### src/rtl/ext_databus_arb_pkg.sv
// ext_databus_arb_pkg: shared constants, FSM state type and width helper for the databus arbiter
package ext_databus_arb_pkg;

    localparam int IO_ADDR_W    = 32;
    localparam int ARB_STATES_W = 1;

    typedef enum logic [ARB_STATES_W-1:0] {
        ARB_IDLE = 1'b0,
        ARB_BUSY = 1'b1
    } arb_state_e;

    // counter width for a modulus of n, never narrower than one bit
    function automatic int cnt_w(input int n);
        return (n > 1) ? $clog2(n) : 1;
    endfunction

endpackage

### src/rtl/ext_databus_arb_xrr_pick.sv
// xrr_pick: combinational rotate-priority selector, first request at or after ptr wins
module xrr_pick #(
    parameter int N = 2
) (
    input  logic [N-1:0]         req_i,
    input  logic [$clog2(N)-1:0] ptr_i,
    output logic                 any_o,
    output logic [$clog2(N)-1:0] winner_o
);

    localparam int PW = $clog2(N);

    assign any_o = |req_i;

    // scan from the farthest candidate back toward ptr so the nearest request overrides
    always_comb begin
        winner_o = '0;
        for (int k = N - 1; k >= 0; k--) begin
            if (req_i[(int'(ptr_i) + k) % N]) winner_o = PW'((int'(ptr_i) + k) % N);
        end
    end

endmodule

### src/rtl/ext_databus_arb.sv
// ext_databus_arb: round-robin arbiter merging N engine databus ports onto one memory port
module ext_databus_arb
    import ext_databus_arb_pkg::*;
#(
    parameter int N_PORTS   = 2,
    parameter int DATA_W    = 32,
    parameter int ADDR_W    = IO_ADDR_W,
    parameter int MAX_BURST = 16
) (
    input  logic                       clk,
    input  logic                       rst,
    input  logic [N_PORTS-1:0]         m_valid_i,
    input  logic [N_PORTS*ADDR_W-1:0]  m_addr_i,
    input  logic [N_PORTS*DATA_W-1:0]  m_wdata_i,
    input  logic [N_PORTS*DATA_W/8-1:0] m_wstrb_i,
    output logic [N_PORTS-1:0]         m_ready_o,
    output logic [DATA_W-1:0]          m_rdata_o,
    output logic                       mem_valid_o,
    output logic [ADDR_W-1:0]          mem_addr_o,
    output logic [DATA_W-1:0]          mem_wdata_o,
    output logic [DATA_W/8-1:0]        mem_wstrb_o,
    input  logic                       mem_ready_i,
    input  logic [DATA_W-1:0]          mem_rdata_i,
    output logic                       busy_o,
    output logic [$clog2(N_PORTS)-1:0] grant_id_o
);

    localparam int GW = $clog2(N_PORTS);
    localparam int BW = cnt_w(MAX_BURST);
    localparam int SW = DATA_W / 8;

    arb_state_e    state_q, state_d;
    logic [GW-1:0] grant_q, grant_d, ptr_q, ptr_d, winner, grant_nxt;
    logic [BW-1:0] beat_q, beat_d;
    logic          any_req, busy, last_beat;

    xrr_pick #(.N(N_PORTS)) u_pick (
        .req_i   (m_valid_i),
        .ptr_i   (ptr_q),
        .any_o   (any_req),
        .winner_o(winner)
    );

    assign busy      = state_q == ARB_BUSY;
    assign grant_nxt = (grant_q == GW'(N_PORTS - 1)) ? '0 : grant_q + 1'b1;
    assign last_beat = beat_q == BW'(MAX_BURST - 1);

    // grant on any request in IDLE; release on dropped valid or a completed final burst beat
    always_comb begin
        state_d = state_q;
        grant_d = grant_q;
        ptr_d   = ptr_q;
        beat_d  = beat_q;
        if (!busy) begin
            if (any_req) begin
                state_d = ARB_BUSY;
                grant_d = winner;
                beat_d  = '0;
            end
        end else if (!m_valid_i[grant_q] || (mem_ready_i && last_beat)) begin
            state_d = ARB_IDLE;
            ptr_d   = grant_nxt;
        end else if (mem_ready_i) begin
            beat_d = beat_q + 1'b1;
        end
    end

    // only the granted port sees the memory completion
    always_comb begin
        m_ready_o          = '0;
        m_ready_o[grant_q] = busy & mem_ready_i;
    end

    assign mem_valid_o = busy & m_valid_i[grant_q];
    assign mem_addr_o  = busy ? m_addr_i[grant_q*ADDR_W +: ADDR_W] : '0;
    assign mem_wdata_o = busy ? m_wdata_i[grant_q*DATA_W +: DATA_W] : '0;
    assign mem_wstrb_o = busy ? m_wstrb_i[grant_q*SW +: SW] : '0;
    assign m_rdata_o   = mem_rdata_i;
    assign busy_o      = busy;
    assign grant_id_o  = busy ? grant_q : '0;

    // control registers, cleared asynchronously so a reset abandons any in-flight beat
    always_ff @(posedge clk or posedge rst) begin
        if (rst) begin
            state_q <= ARB_IDLE;
            grant_q <= '0;
            ptr_q   <= '0;
            beat_q  <= '0;
        end else begin
            state_q <= state_d;
            grant_q <= grant_d;
            ptr_q   <= ptr_d;
            beat_q  <= beat_d;
        end
    end

endmodule

### config.mk
export PLATFORM = sky130hd
export DESIGN_NAME = ext_databus_arb
export DESIGN_NICKNAME = d
export VERILOG_FILES = /design/src/rtl/ext_databus_arb_pkg.sv /design/src/rtl/ext_databus_arb_xrr_pick.sv /design/src/rtl/ext_databus_arb.sv
export SDC_FILE = /design/constraint.sdc
export NUM_CORES = 1
export LEC_CHECK = 0
export ABC_AREA = 1
export CAP_MARGIN = 20
export CORE_AREA = 2 2 107 109
export CTS_BUF_LIST = sky130_fd_sc_hd__clkbuf_8
export DETAILED_ROUTE_END_ITERATION = 7
export DIE_AREA = 0 0 109 111
export GPL_TIMING_DRIVEN = 0
export PLACE_DENSITY = 0.63
export REMOVE_ABC_BUFFERS = 1
export SYNTH_ARGS = -nofsm -noshare
export SYNTH_HDL_FRONTEND = slang
export SYNTH_HIERARCHICAL = 1
export SYNTH_SLANG_ARGS = --single-unit
### constraint.sdc
create_clock -name clk -period 1.1 [get_ports clk]
set_input_delay 0.22 -clock clk [delete_from_list [all_inputs] [get_ports clk]]
set_output_delay 0.22 -clock clk [all_outputs]
set_load 0.005 [all_outputs]
# After elaboration in Yosys (flattened, before gate mapping)
# Index checks and enable logic that the tools add are counted.
[classes]
shifts = 3
magnitude_cmp = 4
muxes = 23
n_reduce_logical = 9
addsub = 3
n_eq_ne = 3
bitwise = 5
[ops]
columns = ["operator", "n"]
rows = [
  ["$shiftx A64 B7 Y32", 2],
  ["$mux W32", 2],
  ["$mux W4", 5],
  ["$mux W1", 15],
  ["$shiftx A8 B4 Y4", 1],
  ["$add A4 B1 Y4 const B", 1],
  ["$eq A4 B4 Y1 const B", 1],
  ["$lt A1 B2 Y1 const B", 2],
  ["$ne A2 B2 Y1 const B", 2],
  ["$reduce_and A2 Y1", 2],
  ["$lt A2 B3 Y1 const B", 1],
  ["$reduce_and A3 Y1", 1],
  ["$add A1 B1 Y1 const B", 2],
  ["$and A1 B1 Y1", 2],
  ["$and A2 B2 Y2", 1],
  ["$logic_and A1 B1 Y1", 2],
  ["$reduce_bool A2 Y1", 1],
  ["$reduce_or A2 Y1", 1],
  ["$and A1 B1 Y1 const A", 1],
  ["$demux W1 S1", 1],
  ["$ge A1 B1 Y1 const B", 1],
  ["$logic_not A1 Y1", 1],
  ["$logic_or A1 B1 Y1", 1],
  ["$not A1 Y1", 1],
]
[word_totals]
regBits = 7
output_inout_bits = 105
in_bits = 173
wordCells = 54

# Longest topological paths before layout
[logic_depth]
ltp_word = 7
depth_mapped = 8

# Cells and area by module
# The synthesis kept the hierarchy.
[modules_own_cells]
columns = ["mod", "cells_each", "area_each_um2", "n_inst"]
rows = [
  ["ext_databus_arb", 321, 1676.6, 1],
  ["xrr_pick", 4, 18.8, 1],
]

# Worst setup path before layout
# No wires, ideal clock.
[synth_path]
path_type = "reg-to-reg"
start = "register beat_q[0]"
end = "register beat_q[0]"
period_less_slack_ps = 1107
setup_slack_ps = -7
arrival_time_ps = 989
stages_incl_launch_ff = 8
setup_time_ps = 118
path_buffers = 0
t_required_ps = 982
path_cell_list = "dfrtp_1 -> ha_1 -> nand2_1 -> inv_1 -> nand2_1 -> nand3_2 -> nand3_1 -> nand2_1"
[synth_between]
elab_chain_len = 5
word_cells_on_any_way = 9
classes_between = "add/sub (1); eq/ne (2); mux (3); reduce/logical (3)"
[synth_lines]
columns = ["element", "line_no", "source"]
rows = [
  ["start: declaration", "ext_databus_arb.sv:34", "logic [BW-1:0] beat_q, beat_d;"],
  ["start signal: assignment", "ext_databus_arb.sv:93", "beat_q <= beat_d;"],
  ["parallel branches: the longest is 5 deep, another holds $add A4 B1 Y4", "-", ""],
]
# Several ways; the timed one is not identified. The select of a mux whose other input is x is not followed.
# A chain may end at the register's enable or synchronous reset.

# Worst setup path in the final report
[layout_path]
start = "register grant_q"
end = "output mem_wdata_o[13]"
[layout_between]
elab_chain_len = 2
[layout_lines]
columns = ["element", "line_no", "source"]
rows = [
  ["start: declaration", "ext_databus_arb.sv:33", "logic [GW-1:0] grant_q, grant_d, ptr_q, ptr_d, winner, grant_nxt;"],
  ["start signal: assignment", "ext_databus_arb.sv:91", "grant_q <= grant_d;"],
  ["$shiftx A64 B7 Y32", "ext_databus_arb.sv:76", "assign mem_wdata_o = busy ? m_wdata_i[grant_q*DATA_W +: DATA_W] : '0;"],
  ["$mux W32", "ext_databus_arb.sv:76", ""],
  ["end: declaration", "ext_databus_arb.sv:20", "output logic [DATA_W-1:0] mem_wdata_o,"],
]
# No other way between the ends.

==> summary.md <==
| Metric | Value |
|---|---|
| Type of element capturing the critical path | `output pin` |
| Library cell contributing the largest single delay on the critical path | `sky130_fd_sc_hd__dfrtp_4` |
| Capture point of the critical path | `mem_wdata_o[13]` |
| Yosys warns | `6` |
| Via count | `3091` |
| Synth cell types | `22` |
| Number of nets still failing antenna checks after routing | `0` |
| Post-CTS clock slew at the launch and capture registers of the worst setup and hold paths | `~40 ps` |
| Critical-path maximum fanout | `7` |
| Cell area after technology mapping | `between 1500 and 2000 µm²` |
| Setup violation total in the final timing report | `80` |
| Max-slew violation count | `0` |
| PortBufs | `213` |
| CTS tree | `built` |
| Run status | `complete, but fails checks` |
| Flop2flop setup slack | `-470 ps` |
| Slew at the pin closest to its max-slew limit | `243.3 ps` |
| Routed WL per cell | `23.17 µm` |
| Initial antenna violation count | `0` |
| Number of instances in the synthesized netlist | `325` |
| First-pass GRT wire length | `21310 µm` |
| Vias in the first global route | `3145` |
| Number of clock sinks | `7` |
| Total number of nets in the final design | `721` |
| Cell count of the worst reg-to-reg path | `10` |
| HPWL after DPL | `9649 µm` |
| Global routing usage summed across all routing layers | `0.2499` |
| Drc violations | `0` |
| CP bufs+invs | `5` |
| Maximum vdd ir drop | `approximately 1200 µV` |
| Floorplan die height | `111 µm` |
| Share of the core filled with cells in the final layout | `0.4204` |
| Period Utilization, post-route | `1.594` |
| Post-layout power | `12.08 mW` |
| Largest clock skew in the final design | `between 2 and 2.5 ps` |
| Clock Tree Root | `sky130_fd_sc_hd__clkbuf_8` |
| Hold Violations, Final | `0` |
| Total wirelength of the detailed-routed design | `15960 µm` |
| Sequential cell area fraction in the yosys report | `0.1033` |
| Power density of the placed cells | `2593 nW/µm²` |
| Filler-free cell count of the finished design | `just under 700` |
| Die area | `12100 µm²` |
| Maximum level of the CTS H-tree | `1` |
| Top Ports | `278` |
| Depth of the critical timing path with buffers and inverters included | `7` |
| Diodes inserted | `0` |
| Fillers | `1128` |
| Final Critical Period | `roughly 1800 ps` |
| Number of max-cap violations | `0` |
| Startpoint type of the worst setup path | `flip-flop` |
| Maximum clock path buffer count | `2` |
| Stage delay of the slowest cell on the critical path | `530 ps` |
| End of the worst register-to-register path | `beat_q[0]` |
| Unrepaired setup endpoints after global routing | `true` |
| Smallest setup slack after layout | `-653.2 ps` |
| Worst min-delay path class | `in -> async` |
| Critical setup path kind | `reg -> out` |
| Core box area | `11080 µm²` |
| Count of TritonRoute iterations in the first routing pass | `4` |
| Number of rows in the core area | `39` |
| Layout Area Growth over Synthesis | `174.7%` |
| Cells along the critical path | `buf_16 > buf_12 > inv_16 > buf_8 > nor2_2 > nor2_1 > buf_2` |
| Proportion of layout cells with a drive suffix above 1 | `0.4103` |
| Worst-skew pair later-pin latency | `220 ps` |
| Startpoint of the worst-slack reg-to-reg timing path | `grant_q` |
| DR vias/cell | `between 4 and 5` |
| Violations in the final reports | `negative setup slack` |
| Static Leak | `around 2.1 nW` |
| Top achievable clock speed | `570.4 MHz` |
| Origin of the worst setup path | `grant_q` |
| Clock buffer count from CTS | `3` |
| Cells after DPL | `628` |
| Overflow left after global routing | `0` |
| Die X-Extent | `~110 µm` |
| Data arrival time of the critical path | `1530 ps` |
| Kind of cell adding the most delay to the critical path | `buffers and inverters` |
| Pin count of the biggest net entering global routing | `20` |
| Synthesis-stage register bit count | `7` |
| Post-synthesis area per instance | `5.217 µm²` |
| Worst endpoint required time | `880 ps` |
| Max-slew headroom | `0.8376` |
| DRC violation total after the first TritonRoute iteration | `107` |
| Initial cell density of the core | `0.1531` |
| Gp weighted congestion | `0.7742` |
## synthesized netlist by cell type, drive strengths merged
cell type,number,area share
nand3,10,0.032
nand4,1,0.0037
inv,12,0.030
or2,1,0.0037
o21ai,69,0.20
nor2,144,0.32
buf,48,0.20
clkbuf,7,0.021
nand2,22,0.058
dfrtp,7,0.10
nand3b,1,0.0044
ha,1,0.0074
a21oi,2,0.0059
## kinds of logic after synthesis
| kind of cell | share of synthesized area |
|---|---|
| compound gates | 0.2096 |
| flops | 0.1033 |
| simple gates | 0.4251 |
| buf+inv | 0.2546 |
| fa+ha+maj | 0.007379 |
## routing by layer
layer,track usage,part of all wire,wire (µm),vias up
li1,-,-,-,1458
met5,0.06250,0.0056,90,-
met3,0.1640,0.17,2650,18
met1,0.2585,0.34,5463,1405
met2,0.4079,0.46,7331,208
met4,0.06410,0.027,429,2
## worst reg2reg max path, stage by stage (launching register included)
cell and delay [ps]:
sky130_fd_sc_hd__dfrtp_4 530, sky130_fd_sc_hd__buf_16 180, sky130_fd_sc_hd__inv_16 60, sky130_fd_sc_hd__buf_12 110, sky130_fd_sc_hd__buf_8 110, sky130_fd_sc_hd__buf_6 100, sky130_fd_sc_hd__nand2_4 40, sky130_fd_sc_hd__nand2_4 80
sky130_fd_sc_hd__nand3_4 100, sky130_fd_sc_hd__nand3_2 90, sky130_fd_sc_hd__nand2_2 50
## per-stage QoR
step / instance area (µm²) / setup TNS, ps / setup WS, ps / hold slack (ps)
floorplan: 1314 / -69330 / -1014 / 23.40
global placement: 3625 / -175990 / -2393 / 440.0
detailed placement: 3675 / -91750 / -1361 / 440.0
CTS: 4474 / -43590 / -635.3 / 227.0
global route: 4657 / -48080 / -710.6 / 252.0
finish: 4657 / -43760 / -653.2 / 224.1
## placed cells by master, fill, tap and decap left out, types with 12 or more instances in the layout
cell	instances
sky130_fd_sc_hd__buf_2	62
sky130_fd_sc_hd__nor2_2	30
sky130_fd_sc_hd__o21ai_2	28
sky130_fd_sc_hd__clkdlybuf4s50_1	140
sky130_fd_sc_hd__buf_6	14
sky130_fd_sc_hd__buf_4	17
sky130_fd_sc_hd__buf_12	12
sky130_fd_sc_hd__nor2_1	108
sky130_fd_sc_hd__o21ai_0	24
sky130_fd_sc_hd__o21ai_1	17
## registers in the layout, indices dropped and copies added, names as in the netlist
signal / flops
ptr_q: 1
grant_q: 1
beat_q: 4
busy_o: 1
## layout make-up
type,count,area [µm²],area share
Clock inverter,1,3.754,0.0008060
Inverter,12,65.06,0.01397
Sequential cell,7,182.7,0.03923
Timing Repair Buffer,262,2628,0.5642
Timing Repair inverter,10,153.9,0.03305
Tap cell,143,178.9,0.03842
Multi-Input combinational cell,251,1404,0.3015
Clock buffer,3,41.29,0.008866
## report_power, final
part           internal, mW  switching [mW]
Sequential            0.373           0.208
Combinational          5.65            5.50
Clock                 0.240           0.102
Total                  6.26            5.81
## worst min path at each step
stage / start / end / slack, ps
after global routing: rst / grant_q / 250
after global placement: mem_rdata_i[15] / m_rdata_o[15] / 440
after floorplan: rst / beat_q[0] / 20
after CTS: rst / beat_q[1] / 230
final: rst / beat_q[1] / 220
after detailed placement: mem_rdata_i[15] / m_rdata_o[15] / 440
## timing repair
action,in CTS,in global routing
resized for setup,434,53
cloned,18,3
hold buffers,0,0
pin swaps,60,26
buffers inserted,33,5
setup endpoints to repair,80,80
Power figures use the tool's default switching activity.
